## src/rtl/clock_pkg.sv

```systemverilog
// Shared mode codes, counter widths and helpers for the clock time-setting controller.
package clock_pkg;

    localparam int unsigned MODE_W            = 2;
    localparam int unsigned IDLE_W            = 8;
    localparam int unsigned REP_W             = 4;
    localparam int unsigned DIV_W             = 3;
    localparam int unsigned TIMEOUT_S_DEFAULT = 20;

    typedef enum logic [MODE_W-1:0] {
        MODE_RUN  = 2'd0,
        MODE_SEC  = 2'd1,
        MODE_MIN  = 2'd2,
        MODE_HOUR = 2'd3
    } mode_e;

    // Next mode in the MODE button cycle: RUN -> SEC -> MIN -> HOUR -> RUN.
    function automatic mode_e mode_advance(input mode_e m);
        case (m)
            MODE_RUN: return MODE_SEC;
            MODE_SEC: return MODE_MIN;
            MODE_MIN: return MODE_HOUR;
            default:  return MODE_RUN;
        endcase
    endfunction

endpackage

```

## src/rtl/btn_edge.sv

```systemverilog
// Rising-edge detector for a debounced button level.
//   clk, rst : clock, synchronous active-high reset
//   lvl      : debounced level, 1 = pressed
//   press    : 1 while lvl is high and the previous level was low (combinational)
// The previous-level register resets to 1 so a button held through reset never
// produces a press.
module btn_edge (
    input  logic clk,
    input  logic rst,
    input  logic lvl,
    output logic press
);

    logic prev;

    always_ff @(posedge clk) begin
        if (rst) prev <= 1'b1;
        else     prev <= lvl;
    end

    assign press = lvl & ~prev;

endmodule

```

## src/rtl/clock_set_ctrl.sv

```systemverilog
// Time-setting controller for the digital clock: mode sequencing, field
// increment pulses with auto-repeat, inactivity timeout, freeze and blink.
//   clk, rst            : clock, synchronous active-high reset
//   tick_1hz, tick_8hz  : one-cycle timing strobes
//   btn_mode, btn_up    : debounced button levels
//   mode                : 0 RUN, 1 SET_SEC, 2 SET_MIN, 3 SET_HOUR
//   inc_sec/min/hour    : one-cycle increment pulses to the time counters
//   freeze              : timekeeping counters hold while set
//   blank               : blank the selected field (blink)
module clock_set_ctrl
    import clock_pkg::*;
#(
    parameter int unsigned TIMEOUT_S  = TIMEOUT_S_DEFAULT,
    parameter int unsigned REPEAT_DLY = 4,
    parameter int unsigned BLINK_DIV  = 4
) (
    input  logic              clk,
    input  logic              rst,
    input  logic              tick_1hz,
    input  logic              tick_8hz,
    input  logic              btn_mode,
    input  logic              btn_up,
    output logic [MODE_W-1:0] mode,
    output logic              inc_sec,
    output logic              inc_min,
    output logic              inc_hour,
    output logic              freeze,
    output logic              blank
);

    localparam logic [IDLE_W-1:0] IDLE_LAST = IDLE_W'(TIMEOUT_S - 1);
    localparam logic [REP_W-1:0]  REP_FULL  = REP_W'(REPEAT_DLY);
    localparam logic [DIV_W-1:0]  DIV_LAST  = DIV_W'(BLINK_DIV - 1);

    logic mode_p;
    logic up_p;

    btn_edge u_mode_edge (.clk(clk), .rst(rst), .lvl(btn_mode), .press(mode_p));
    btn_edge u_up_edge   (.clk(clk), .rst(rst), .lvl(btn_up),   .press(up_p));

    mode_e             state_q, state_d;
    logic [IDLE_W-1:0] idle_q, idle_d;
    logic [REP_W-1:0]  rep_q, rep_d;
    logic              arm_q, arm_d;
    logic [DIV_W-1:0]  div_q, div_d;
    logic              phase_q, phase_d;
    logic              inc_sec_d, inc_min_d, inc_hour_d, freeze_d, blank_d;

    logic in_set, rep_pulse, activity, timeout, fire;

    // Next-state and next-output logic.
    always_comb begin
        state_d    = state_q;
        idle_d     = idle_q;
        rep_d      = rep_q;
        arm_d      = arm_q;
        div_d      = div_q;
        phase_d    = phase_q;

        in_set     = (state_q != MODE_RUN);
        // Auto-repeat only for a hold that started with a press in the current set mode.
        rep_pulse  = in_set && arm_q && btn_up && tick_8hz && (rep_q == REP_FULL);
        activity   = up_p || rep_pulse;
        // Any activity on the timeout tick restarts the inactivity window.
        timeout    = in_set && tick_1hz && (idle_q == IDLE_LAST) && !activity;
        fire       = in_set && !mode_p && activity;

        if (mode_p)       state_d = mode_advance(state_q);
        else if (timeout) state_d = MODE_RUN;

        if (state_d == MODE_RUN || mode_p || activity) idle_d = '0;
        else if (tick_1hz)                              idle_d = idle_q + IDLE_W'(1);

        // Any mode change disarms repeat; UP must be released and pressed again.
        if (mode_p || state_d != state_q || state_d == MODE_RUN || !btn_up) begin
            rep_d = '0;
            arm_d = 1'b0;
        end else if (up_p) begin
            rep_d = '0;
            arm_d = 1'b1;
        end else if (arm_q && tick_8hz && rep_q != REP_FULL) begin
            rep_d = rep_q + REP_W'(1);
        end

        // Field shows solid right after entering a set mode or changing its value.
        if (mode_p || state_d == MODE_RUN || fire) begin
            div_d   = '0;
            phase_d = 1'b0;
        end else if (tick_8hz) begin
            if (div_q == DIV_LAST) begin
                div_d   = '0;
                phase_d = ~phase_q;
            end else begin
                div_d   = div_q + DIV_W'(1);
            end
        end

        inc_sec_d  = fire && (state_q == MODE_SEC);
        inc_min_d  = fire && (state_q == MODE_MIN);
        inc_hour_d = fire && (state_q == MODE_HOUR);
        freeze_d   = (state_d != MODE_RUN);
        blank_d    = phase_d && (state_d != MODE_RUN);
    end

    // State and output registers.
    always_ff @(posedge clk) begin
        if (rst) begin
            state_q  <= MODE_RUN;
            idle_q   <= '0;
            rep_q    <= '0;
            arm_q    <= 1'b0;
            div_q    <= '0;
            phase_q  <= 1'b0;
            inc_sec  <= 1'b0;
            inc_min  <= 1'b0;
            inc_hour <= 1'b0;
            freeze   <= 1'b0;
            blank    <= 1'b0;
        end else begin
            state_q  <= state_d;
            idle_q   <= idle_d;
            rep_q    <= rep_d;
            arm_q    <= arm_d;
            div_q    <= div_d;
            phase_q  <= phase_d;
            inc_sec  <= inc_sec_d;
            inc_min  <= inc_min_d;
            inc_hour <= inc_hour_d;
            freeze   <= freeze_d;
            blank    <= blank_d;
        end
    end

    assign mode = state_q;

endmodule

```

## config.mk

```make
export PLATFORM = sky130hd
export DESIGN_NAME = clock_set_ctrl
export DESIGN_NICKNAME = d
export VERILOG_FILES = /design/src/rtl/clock_pkg.sv /design/src/rtl/btn_edge.sv /design/src/rtl/clock_set_ctrl.sv
export SDC_FILE = /design/constraint.sdc
export NUM_CORES = 1
export LEC_CHECK = 0
export CAP_MARGIN = 20
export CORE_MARGIN = 2
export CORE_UTILIZATION = 40
export DETAILED_ROUTE_END_ITERATION = 6
export SLEW_MARGIN = 40
export SYNTH_ARGS = -nofsm -noshare
export SYNTH_HDL_FRONTEND = slang
export SYNTH_SLANG_ARGS = --single-unit
```

## constraint.sdc

```tcl
create_clock -name clk -period 1.9 [get_ports clk]
set_clock_uncertainty 0.2 [all_clocks]
set_input_delay 0.38 -clock clk [delete_from_list [all_inputs] [get_ports clk]]
set_output_delay 0.38 -clock clk [all_outputs]
set_load 0.05 [all_outputs]
```

==> results of run 1 <==
==> per-layer routing <==
layer	GRT usage	vias up
li1	-	468
met1	0.175	429
met2	0.241	39
met3	0.0502	12
met4	0.0519	0
met5	0	-
==> metrics by stage <==
step                      TNS, ps  instances
after CTS                       0        177
after global placement      -2420        174
after detailed placement    -3470        174
final                           0        177
after floorplan                 0        129
after global routing            0        177
==> power breakdown <==
group / leakage, uW / switching (uW) / total [uW] / internal, uW
clock: 0.0000138 / 160 / 235 / 74.5
sequential: 0.000212 / 3.63 / 555 / 552
combinational: 0.000303 / 46.1 / 85.2 / 39.2
total: 0.000529 / 210 / 875 / 665
==> flip-flops by register name, indices dropped and copies added (netlist names), 2 cells and up <==
signal,count
rep_q,4
idle_q,8
mode,2
div_q,3
==> path summary, 6_finish.rpt <==
| kind | slack (ps) | cells past startpoint | endpoint | start |
|---|---|---|---|---|
| min | 260 | 2 | div_q[2] | div_q[2] |
| min reg2reg | 260 | 2 | div_q[2] | div_q[2] |
| max | 110 | 6 | rep_q[2] | mode[1] |
| max reg2reg | 110 | 6 | rep_q[2] | mode[1] |
==> synthesized netlist by cell type, types with 3 or more instances <==
library cell / n / area, um2
dfxtp_1: 26 / 521
nor2_1: 21 / 78.8
nand2_1: 10 / 37.5
ha_1: 8 / 100
xnor2_1: 7 / 61.3
o21ai_0: 6 / 30.0
inv_1: 5 / 18.8
nand3_1: 5 / 25.0
xor2_1: 4 / 35.0
a21oi_1: 3 / 15.0
and2_1: 3 / 18.8
nor3_1: 3 / 15.0
==> cells in the final DEF, fill, tap and decap left out <==
cell / n
nand4_2: 1
nor3b_2: 1
nor2b_1: 2
mux2i_1: 1
and3b_1: 1
nor2_1: 21
nand3b_4: 1
nand2b_1: 2
nand3_1: 5
ha_4: 1
inv_1: 5
mux2_2: 1
dfxtp_1: 23
clkdlybuf4s50_1: 5
a21oi_2: 1
a22o_4: 1
nor3_1: 2
nor4_2: 1
nand4_1: 2
xor2_1: 4
nor3_2: 1
nand3b_1: 1
ha_1: 7
o21ai_2: 1
clkbuf_4: 3
a21oi_1: 2
o31ai_1: 1
nor3_4: 1
buf_4: 11
o211ai_4: 1
xnor2_1: 7
dfxtp_2: 3
and4b_1: 1
nor3b_1: 2
nor4_1: 1
or2_2: 2
o21ai_0: 5
nand2_1: 10
o21ai_1: 2
and2_1: 3
==> logic make-up (layout without fill, tap and decap cells) <==
| group | after synthesis | count (layout) | synth area share |
|---|---|---|---|
| muxes | 2 | 2 | 0.0175 |
| DFF | 26 | 26 | 0.429 |
| buffers and inverters | 7 | 24 | 0.0258 |
| AOI/OAI and AO/OA | 14 | 14 | 0.0795 |
| and+or+nand+nor | 61 | 61 | 0.286 |
| xor gates and xnor gates | 11 | 11 | 0.0795 |
| adders and majority gates | 8 | 8 | 0.0826 |
==> worst register-to-register path, cell delays in order, from the launching register on <==
cell     delay [ps]
dfxtp_2         370
inv_1           130
ha_4            180
and4b_1         230
a22o_4          270
o21ai_2         230
nor2_1           80
==> final cells by class <==
type | instances | area (um2)
tap | 31 | 38.8
sequential | 26 | 524
clock buffer | 3 | 22.5
fill | 275 | 1400
inverter | 5 | 18.8
timing repair buffer | 16 | 133
multi-input combinational | 96 | 691
==> results.sh, run 1 <==
export IMPL_period_needed_ps=1790
export IMPL_cp_cell_sequence="inv_1, ha_4, and4b_1, a22o_4, o21ai_2, nor2_1"
export IMPL_place_area_mm2=0.00137
export IMPL_grt_pass1_vias=893
export IMPL_antenna_found_initial=0
export IMPL_cts_buffer_depth=2
export IMPL_max_stage_delay_ps=370
export IMPL_place_hpwl_um=1650
export IMPL_syn_nets=143
export IMPL_drc=0
export IMPL_yosysSeqAreaShare=0.429
export IMPL_wl_per_cell_um=12.5
export IMPL_ir_worst_vdd_mv=0.378
export IMPL_pwr_density_cell_mw_per_mm2=613
export IMPL_numCtsBuffers=3
export IMPL_rsz0062_at_grt="false"
export IMPL_rows=19
export IMPL_worstPathMaxFanout=5
export IMPL_required_ps=1920
export IMPL_cts_root_buffer="clkbuf_4"
export IMPL_cp_arrival_ps=1810
export IMPL_die_area_mm2=0.00349
export IMPL_achievable_frequency_mhz=558
export IMPL_pre_cts_slack_ps=-195
export IMPL_relSlewSlack=0.665
export IMPL_coreArea_mm2=0.00283
export IMPL_postCtsHoldBufs=0
export IMPL_syn_area_mm2=0.00121
export IMPL_hold_class="flip-flop to flip-flop"
export IMPL_cts_resized=0
export IMPL_synth_seq_cells=26
export IMPL_holdWs_ps=256
export IMPL_avgSynthCellArea_um2=9.40
export IMPL_synth_distinct_cells=35
export IMPL_gp_congestion=0.734
export IMPL_outcome="finished, final reports clean"
export IMPL_synth_top_flop_cell="dfxtp_1"
export IMPL_path_delay_family="compound AO/OA/AOI/OAI gates"
export IMPL_nNetsFinal=162
export IMPL_dr_pass1_iters=5
export IMPL_syn_inst=129
export IMPL_wl_met1_um=971
export IMPL_grt_ovfl_total=0
export IMPL_async_flop_share=0
export IMPL_path_class="flip-flop to flip-flop"
export IMPL_final_layout_size_suffix_gt1_frac=0.212
export IMPL_grt_max_degree=14
export IMPL_pin_count=13
export IMPL_crit_path_end_kind="flip-flop"
export IMPL_p_leak_uw=0.000529
export IMPL_grt_pass1_wl_um=3810
export IMPL_vias=948
export IMPL_start_kind="flip-flop"
export IMPL_drt_iter0_markers=18
export IMPL_wl_met2_um=1030
export IMPL_setup_viol=0
export IMPL_clk_latency_ps=330
export IMPL_setup_slack_ps=108
export IMPL_period_share=0.943
export IMPL_fin_util=0.505
export IMPL_tritoncts="built"
export IMPL_slew_violations=0
export IMPL_areaGrowthSynthToFinish_pct=17.8
export IMPL_vias_per_cell=5.36
export IMPL_drv_cap=0
export IMPL_io_buffers=12
export IMPL_grt_total_usage=0.146
export IMPL_cp_num_buf_inv=1
export IMPL_yosys_warnings=0
export IMPL_top_signal_layer_used="met4"
export IMPL_post_cts_buffers=0
export IMPL_tightest_slew_ps=501
export IMPL_fin_area_mm2=0.00143
export IMPL_start_util=0.429
export IMPL_synth_edf_count=0
export IMPL_htree_num_levels=1
export IMPL_p_total_uw=875
export IMPL_drt_total_wl_um=2210
export IMPL_hold_viol_final=0
export IMPL_die_h_um=59.1
export IMPL_die_width_um=59.1
export IMPL_n_antenna_cell=0
export IMPL_cts_sinks=26
export IMPL_slowest_stage="dfxtp_2"
export IMPL_wl_met3_um=150
export IMPL_detail_route_antenna_nets=0
export IMPL_clk_pin_slew_ps=140
Note: power is estimated with default switching activity, not from simulation.
==> inputs of run 2 (changes only) <==
--- a/config.mk
+++ b/config.mk
@@ -9,6 +9,7 @@
 export CORE_MARGIN = 2
 export CORE_UTILIZATION = 40
 export DETAILED_ROUTE_END_ITERATION = 6
+export GPL_TIMING_DRIVEN = 0
 export SLEW_MARGIN = 40
 export SYNTH_ARGS = -nofsm -noshare
 export SYNTH_HDL_FRONTEND = slang
==> run 2 against run 1 <==
Flip-flop and latch count stayed put. Worst setup slack worse by 32 ps. Total power is 4.0% higher. Global-route usage is 1.7 points lower. Non-clock buffer count is 3 lower. Critical path type is now flip-flop to primary output. Largest power group unchanged.
==> results.sh, run 2 (synthesized netlist as in run 1, its figures left out) <==
export IMPL_areaGrowthSynthToFinish_pct=17.6
export IMPL_grt_pass1_wl_um=3420
export IMPL_ir_worst_vdd_mv=0.593
export IMPL_setup_viol=0
export IMPL_drv_cap=0
export IMPL_rsz0062_at_grt="true"
export IMPL_drt_total_wl_um=2060
export IMPL_fillCellCount=269
export IMPL_relSlewSlack=0.668
export IMPL_reg2reg_slack_ps=80
export IMPL_numCtsBuffers=3
export IMPL_multiInputGateArea_um2=686
export IMPL_coreArea_mm2=0.00283
export IMPL_met1_usage=0.157
export IMPL_cp_num_buf_inv=1
export IMPL_reg2reg_from="mode[0]"
export IMPL_use_met3=0.0393
export IMPL_final_layout_size_suffix_gt1_frac=0.160
export IMPL_cp_cell_sequence="dlygate4sd2_1"
export IMPL_rows=19
export IMPL_cp_arrival_ps=1240
export IMPL_outcome="finished, final reports clean"
export IMPL_cts_sinks=26
export IMPL_pin_count=13
export IMPL_dp_cells=171
export IMPL_cts_buffer_depth=2
export IMPL_cp_depth=1
export IMPL_setup_slack_ps=76.6
export IMPL_postCtsHoldBufs=0
export IMPL_required_ps=1320
export IMPL_seqCellArea_um2=533
export IMPL_worstPathMaxFanout=5
export IMPL_p_leak_uw=0.000542
export IMPL_regMostFlops="idle_q"
export IMPL_final_cell_mix="dfxtp_1 (22), nor2_1 (21), nand2_1 (10)"
export IMPL_dr_pass1_iters=5
export IMPL_mostFrequentLayoutCell="dfxtp_1"
export IMPL_detail_route_antenna_nets=0
export IMPL_vias=878
export IMPL_slew_violations=0
export IMPL_period_needed_ps=1820
export IMPL_worstRegToRegCells=6
export IMPL_vias_per_cell=5.02
export IMPL_use_met2=0.217
export IMPL_pre_cts_slack_ps=-260
export IMPL_hold_class="input pin to flip-flop"
export IMPL_drc=0
export IMPL_startpoint="mode[1]"
export IMPL_start_util=0.429
export IMPL_start_kind="flip-flop"
export IMPL_tns_ps=0
export IMPL_fin_area_mm2=0.00143
export IMPL_hold_viol_final=0
export IMPL_path_delay_family="buffers and inverters"
export IMPL_grt_pass1_vias=807
export IMPL_antenna_found_initial=0
export IMPL_clk_pin_slew_ps=140
export IMPL_place_area_mm2=0.00136
export IMPL_r2r_end="div_q[1]"
export IMPL_busiest_layer="met2"
export IMPL_final_cells=175
export IMPL_drt_iter0_markers=25
export IMPL_io_buffers=11
export IMPL_largest_register_ffs=8
export IMPL_place_hpwl_um=1550
export IMPL_nNetsFinal=159
export IMPL_die_area_mm2=0.00349
export IMPL_period_share=0.960
export IMPL_die_h_um=59.1
export IMPL_gp_congestion=0.752
export IMPL_pwr_density_cell_mw_per_mm2=638
export IMPL_htree_num_levels=1
export IMPL_crit_end="mode[1]"
export IMPL_slowest_stage="dlygate4sd2_1"
export IMPL_cts_root_buffer="clkbuf_4"
export IMPL_grt_total_usage=0.129
export IMPL_wl_per_cell_um=11.8
export IMPL_largestRegisters="idle_q x8, rep_q x4, div_q x3"
export IMPL_tritoncts="built"
export IMPL_n_antenna_cell=0
export IMPL_tightest_slew_ps=500
export IMPL_crit_path_end_kind="primary output"
export IMPL_achievable_frequency_mhz=548
export IMPL_clk_latency_ps=320
export IMPL_die_width_um=59.1
export IMPL_grt_ovfl_total=0
export IMPL_max_stage_delay_ps=530
export IMPL_grt_max_degree=15
export IMPL_path_class="flip-flop to primary output"
export IMPL_post_cts_buffers=0
==> run 2: changes by cell type in the layout (fill, tap and decap cells not counted) <==
cell	before	now
buf_4	11	1
dlygate4sd2_1	0	7
dfxtp_4	0	3
dfxtp_2	3	1
buf_2	0	1
clkbuf_8	0	1
clkdlybuf4s50_1	5	4
dfxtp_1	23	22
nor3_1	2	3
nor3_2	1	0
==> run 2: per-layer routing <==
metal	vias to the layer above	wire [um]
met2	17	984
li1	462	-
met5	-	0
met3	2	82
met4	0	18
met1	397	977
==> run 2: cell type report <==
class	instances	area share
Multi-Input combinational cell	96	0.481
Buffer	2	0.00877
Clock buffer	4	0.0254
Sequential cell	26	0.374
Timing Repair Buffer	11	0.0711
Tap cell	31	0.0272
Inverter	5	0.0132
==> run 2: worst min path at each step <==
| stage | endpoint | cells past startpoint | startpoint |
|---|---|---|---|
| after global routing | idle_q[0] | 3 | tick_1hz |
| after detailed placement | div_q[2] | 2 | div_q[2] |
| final | idle_q[0] | 3 | tick_1hz |
| after floorplan | div_q[2] | 2 | div_q[2] |
| after global placement | div_q[2] | 2 | div_q[2] |
| after CTS | idle_q[0] | 3 | tick_1hz |
==> run 2: through the flow <==
| step | utilization | hold slack (ps) | power (uW) |
|---|---|---|---|
| 2_1_floorplan | - | 212 | 614 |
| 3_3_place_gp | 0.482 | 223 | 639 |
| 3_5_place_dp | 0.482 | 230 | 641 |
| 4_1_cts | 0.496 | 147 | 922 |
| 5_1_grt | 0.504 | 171 | 951 |
| 6_report | 0.504 | 155 | 910 |
==> run 2: timing repair <==
item | CTS | global route
resized for setup | 9 | 8
pin swaps | 0 | 2
cloned | 0 | 0
setup endpoints to repair | 10 | 23
==> run 2: report_power, final <==
group	internal, uW	switching [uW]	total, uW	leakage, uW
sequential	548	4.02	552	0.000213
combinational	32.6	44.1	76.6	0.000307
clock	117	164	281	0.0000210
total	698	212	910	0.000542
==> inputs of run 3 (changes only) <==
--- a/config.mk
+++ b/config.mk
@@ -6,11 +6,16 @@
 export NUM_CORES = 1
 export LEC_CHECK = 0
 export CAP_MARGIN = 20
+export CELL_PAD_IN_SITES_DETAIL_PLACEMENT = 0
+export CELL_PAD_IN_SITES_GLOBAL_PLACEMENT = 1
 export CORE_MARGIN = 2
 export CORE_UTILIZATION = 40
 export DETAILED_ROUTE_END_ITERATION = 6
 export GPL_TIMING_DRIVEN = 0
+export PLACE_DENSITY_LB_ADDON = 0.1
+export SKIP_CTS_REPAIR_TIMING = 1
 export SLEW_MARGIN = 40
 export SYNTH_ARGS = -nofsm -noshare
 export SYNTH_HDL_FRONTEND = slang
+export SYNTH_HIERARCHICAL = 1
 export SYNTH_SLANG_ARGS = --single-unit
==> run 3 against run 2 <==
The flow now finishes with violations (design-rule violations). Sequential power is essentially flat. First-iteration DRC count is 8.0% higher. Global-route usage up 0.97 points. Design area grew 4.2%. Critical endpoint is now idle_q[6]. Non-clock buffer count is 6 higher. Highest routed layer unchanged. Critical path type is now flip-flop to flip-flop.
==> results.sh, run 3 <==
export IMPL_crit_path_end_kind="flip-flop"
export IMPL_die_area_mm2=0.00344
export IMPL_tns_ps=0
export IMPL_yosysMostFrequentCell="dfxtp_1"
export IMPL_place_hpwl_um=1550
export IMPL_cts_buffer_depth=2
export IMPL_outcome="complete, but fails checks"
export IMPL_mostFrequentLayoutCell="dfxtp_1"
export IMPL_io_buffers=11
export IMPL_nNetsFinal=163
export IMPL_synth_area_leaders="dfxtp_1 (44%), ha_1 (8.4%), xnor2_1 (5.1%)"
export IMPL_synth_top_flop_cell="dfxtp_1"
export IMPL_start_util=0.426
export IMPL_period_needed_ps=1820
export IMPL_synth_top_cell_area_share=0.436
export IMPL_clk_latency_ps=320
export IMPL_numCtsBuffers=3
export IMPL_rows=19
export IMPL_avgSynthCellArea_um2=9.34
export IMPL_n_antenna_cell=0
export IMPL_drt_total_wl_um=2170
export IMPL_swShare=0.235
export IMPL_pin_count=13
export IMPL_tritoncts="built"
export IMPL_die_width_um=58.7
export IMPL_vias_per_cell=5.04
export IMPL_ir_worst_vdd_mv=0.292
export IMPL_hold_class="input pin to flip-flop"
export IMPL_slowest_stage="dfxtp_4"
export IMPL_drc=2
export IMPL_vias=902
export IMPL_worstPathMaxFanout=8
export IMPL_violations="design-rule violations"
export IMPL_slew_violations=0
export IMPL_pwr_density_cell_mw_per_mm2=618
export IMPL_synth_seq_cells=26
export IMPL_cp_cell_sequence="inv_2, ha_4, and4b_1, a21o_1, nand4bb_1, buf_6, nor2_2"
export IMPL_drv_cap=0
export IMPL_syn_area_mm2=0.00119
export IMPL_p_int_uw=704
export IMPL_required_ps=1960
export IMPL_clock_power_share=0.308
export IMPL_p_comb_frac=0.090
export IMPL_relSlewSlack=0.662
export IMPL_pre_cts_slack_ps=-479
export IMPL_cp_arrival_ps=1890
export IMPL_p_switching_uw=216
export IMPL_detail_route_antenna_nets=0
export IMPL_die_h_um=58.7
export IMPL_yosys_warnings=6
export IMPL_regMostFlops="idle_q"
export IMPL_setup_viol=0
export IMPL_areaGrowthSynthToFinish_pct=24.4
export IMPL_htree_num_levels=1
export IMPL_synth_distinct_cells=35
export IMPL_path_class="flip-flop to flip-flop"
export IMPL_period_share=0.960
export IMPL_coreArea_mm2=0.00281
export IMPL_final_cell_mix="dfxtp_1 (22), nor2_1 (13), nand2_1 (10)"
export IMPL_antenna_found_initial=0
export IMPL_max_stage_delay_ps=400
export IMPL_grt_pass1_wl_um=3770
export IMPL_clk_pin_slew_ps=150
export IMPL_cts_root_buffer="clkbuf_4"
export IMPL_synth_top_area_cell="dfxtp_1"
export IMPL_synth_edf_count=0
export IMPL_achievable_frequency_mhz=548
export IMPL_gp_congestion=0.764
export IMPL_grt_pass1_vias=897
export IMPL_final_layout_size_suffix_gt1_frac=0.223
export IMPL_yosysSeqAreaShare=0.436
export IMPL_dr_pass1_iters=6
export IMPL_largest_register_ffs=8
export IMPL_start_kind="flip-flop"
export IMPL_syn_nets=142
export IMPL_setup_slack_ps=76.2
export IMPL_hold_viol_final=0
export IMPL_syn_inst=128
export IMPL_grt_total_usage=0.139
export IMPL_async_flop_share=0
export IMPL_cts_sinks=26
export IMPL_seq_power_share=0.602
export IMPL_synth_top_cells_by_count="dfxtp_1 (26), nor2_1 (13), nand2_1 (10), ha_1 (8), nor2_2 (8)"
export IMPL_p_leak_uw=0.000656
export IMPL_grt_ovfl_total=0
export IMPL_tightest_slew_ps=506
export IMPL_drt_iter0_markers=27
export IMPL_wl_per_cell_um=12.1
export IMPL_grt_max_degree=15
export IMPL_largestRegisters="idle_q x8, rep_q x4, div_q x3"
run 3: final timing paths:
kind | start | endpoint | slack, ps | depth (start not counted)
worst min-delay path | tick_1hz | idle_q[0] | 210 | 3
worst min register to register | div_q[2] | div_q[2] | 240 | 2
worst max register to register | mode[1] | idle_q[6] | 80 | 7
worst max-delay path | mode[1] | idle_q[6] | 80 | 7
run 3: cells by family after synthesis:
group | count (synthesis) | share of synthesized area
compound gates | 16 | 0.0869
xor+xnor | 11 | 0.0806
fa+ha+maj | 8 | 0.0838
buf+inv | 7 | 0.0325
flops | 26 | 0.436
mux | 2 | 0.0178
simple gates | 58 | 0.263
run 3: power groups by stage:
| stage | clock network [uW] | registers (uW) | logic, uW |
|---|---|---|---|
| 2_1_floorplan | 0 | 576 | 33.8 |
| 3_3_place_gp | 0 | 566 | 69.9 |
| 3_5_place_dp | 0 | 566 | 70.6 |
| 4_1_cts | 297 | 555 | 71.1 |
| 5_1_grt | 316 | 555 | 90.6 |
| 6_report | 283 | 553 | 82.7 |
run 3: stage by stage:
stage                      util  cells  cell area [um2]  total power [uW]  hold slack, ps
after global placement    0.482    170             1350               636             223
after global routing      0.530    179             1490               962             205
final                     0.530    179             1490               919             207
after floorplan               -    128             1200               610             212
after CTS                 0.495    174             1390               923             190
after detailed placement  0.482    170             1350               637             224
run 3: layout make-up:
class	instances	area, um2
fillers	272	1320
inverters	4	15.0
clock buffers	4	36.3
repair buffers	16	168
plain buffers	3	27.5
well taps	31	38.8
multi-input cells	95	668
flip-flops and latches	26	533
run 3: layer usage:
| metal | track usage | wire length (um) |
|---|---|---|
| met5 | 0 | 0 |
| met2 | 0.230 | 1020 |
| met1 | 0.178 | 1090 |
| met3 | 0.0264 | 45 |
| met4 | 0.0552 | 19 |
run 3: critical path: cells and delay by family (launching register included):
family	cells	cell delay, ps
simple gates	3	520
flops	1	400
buf+inv	2	260
compound gates	1	220
fa+ha+maj	1	160
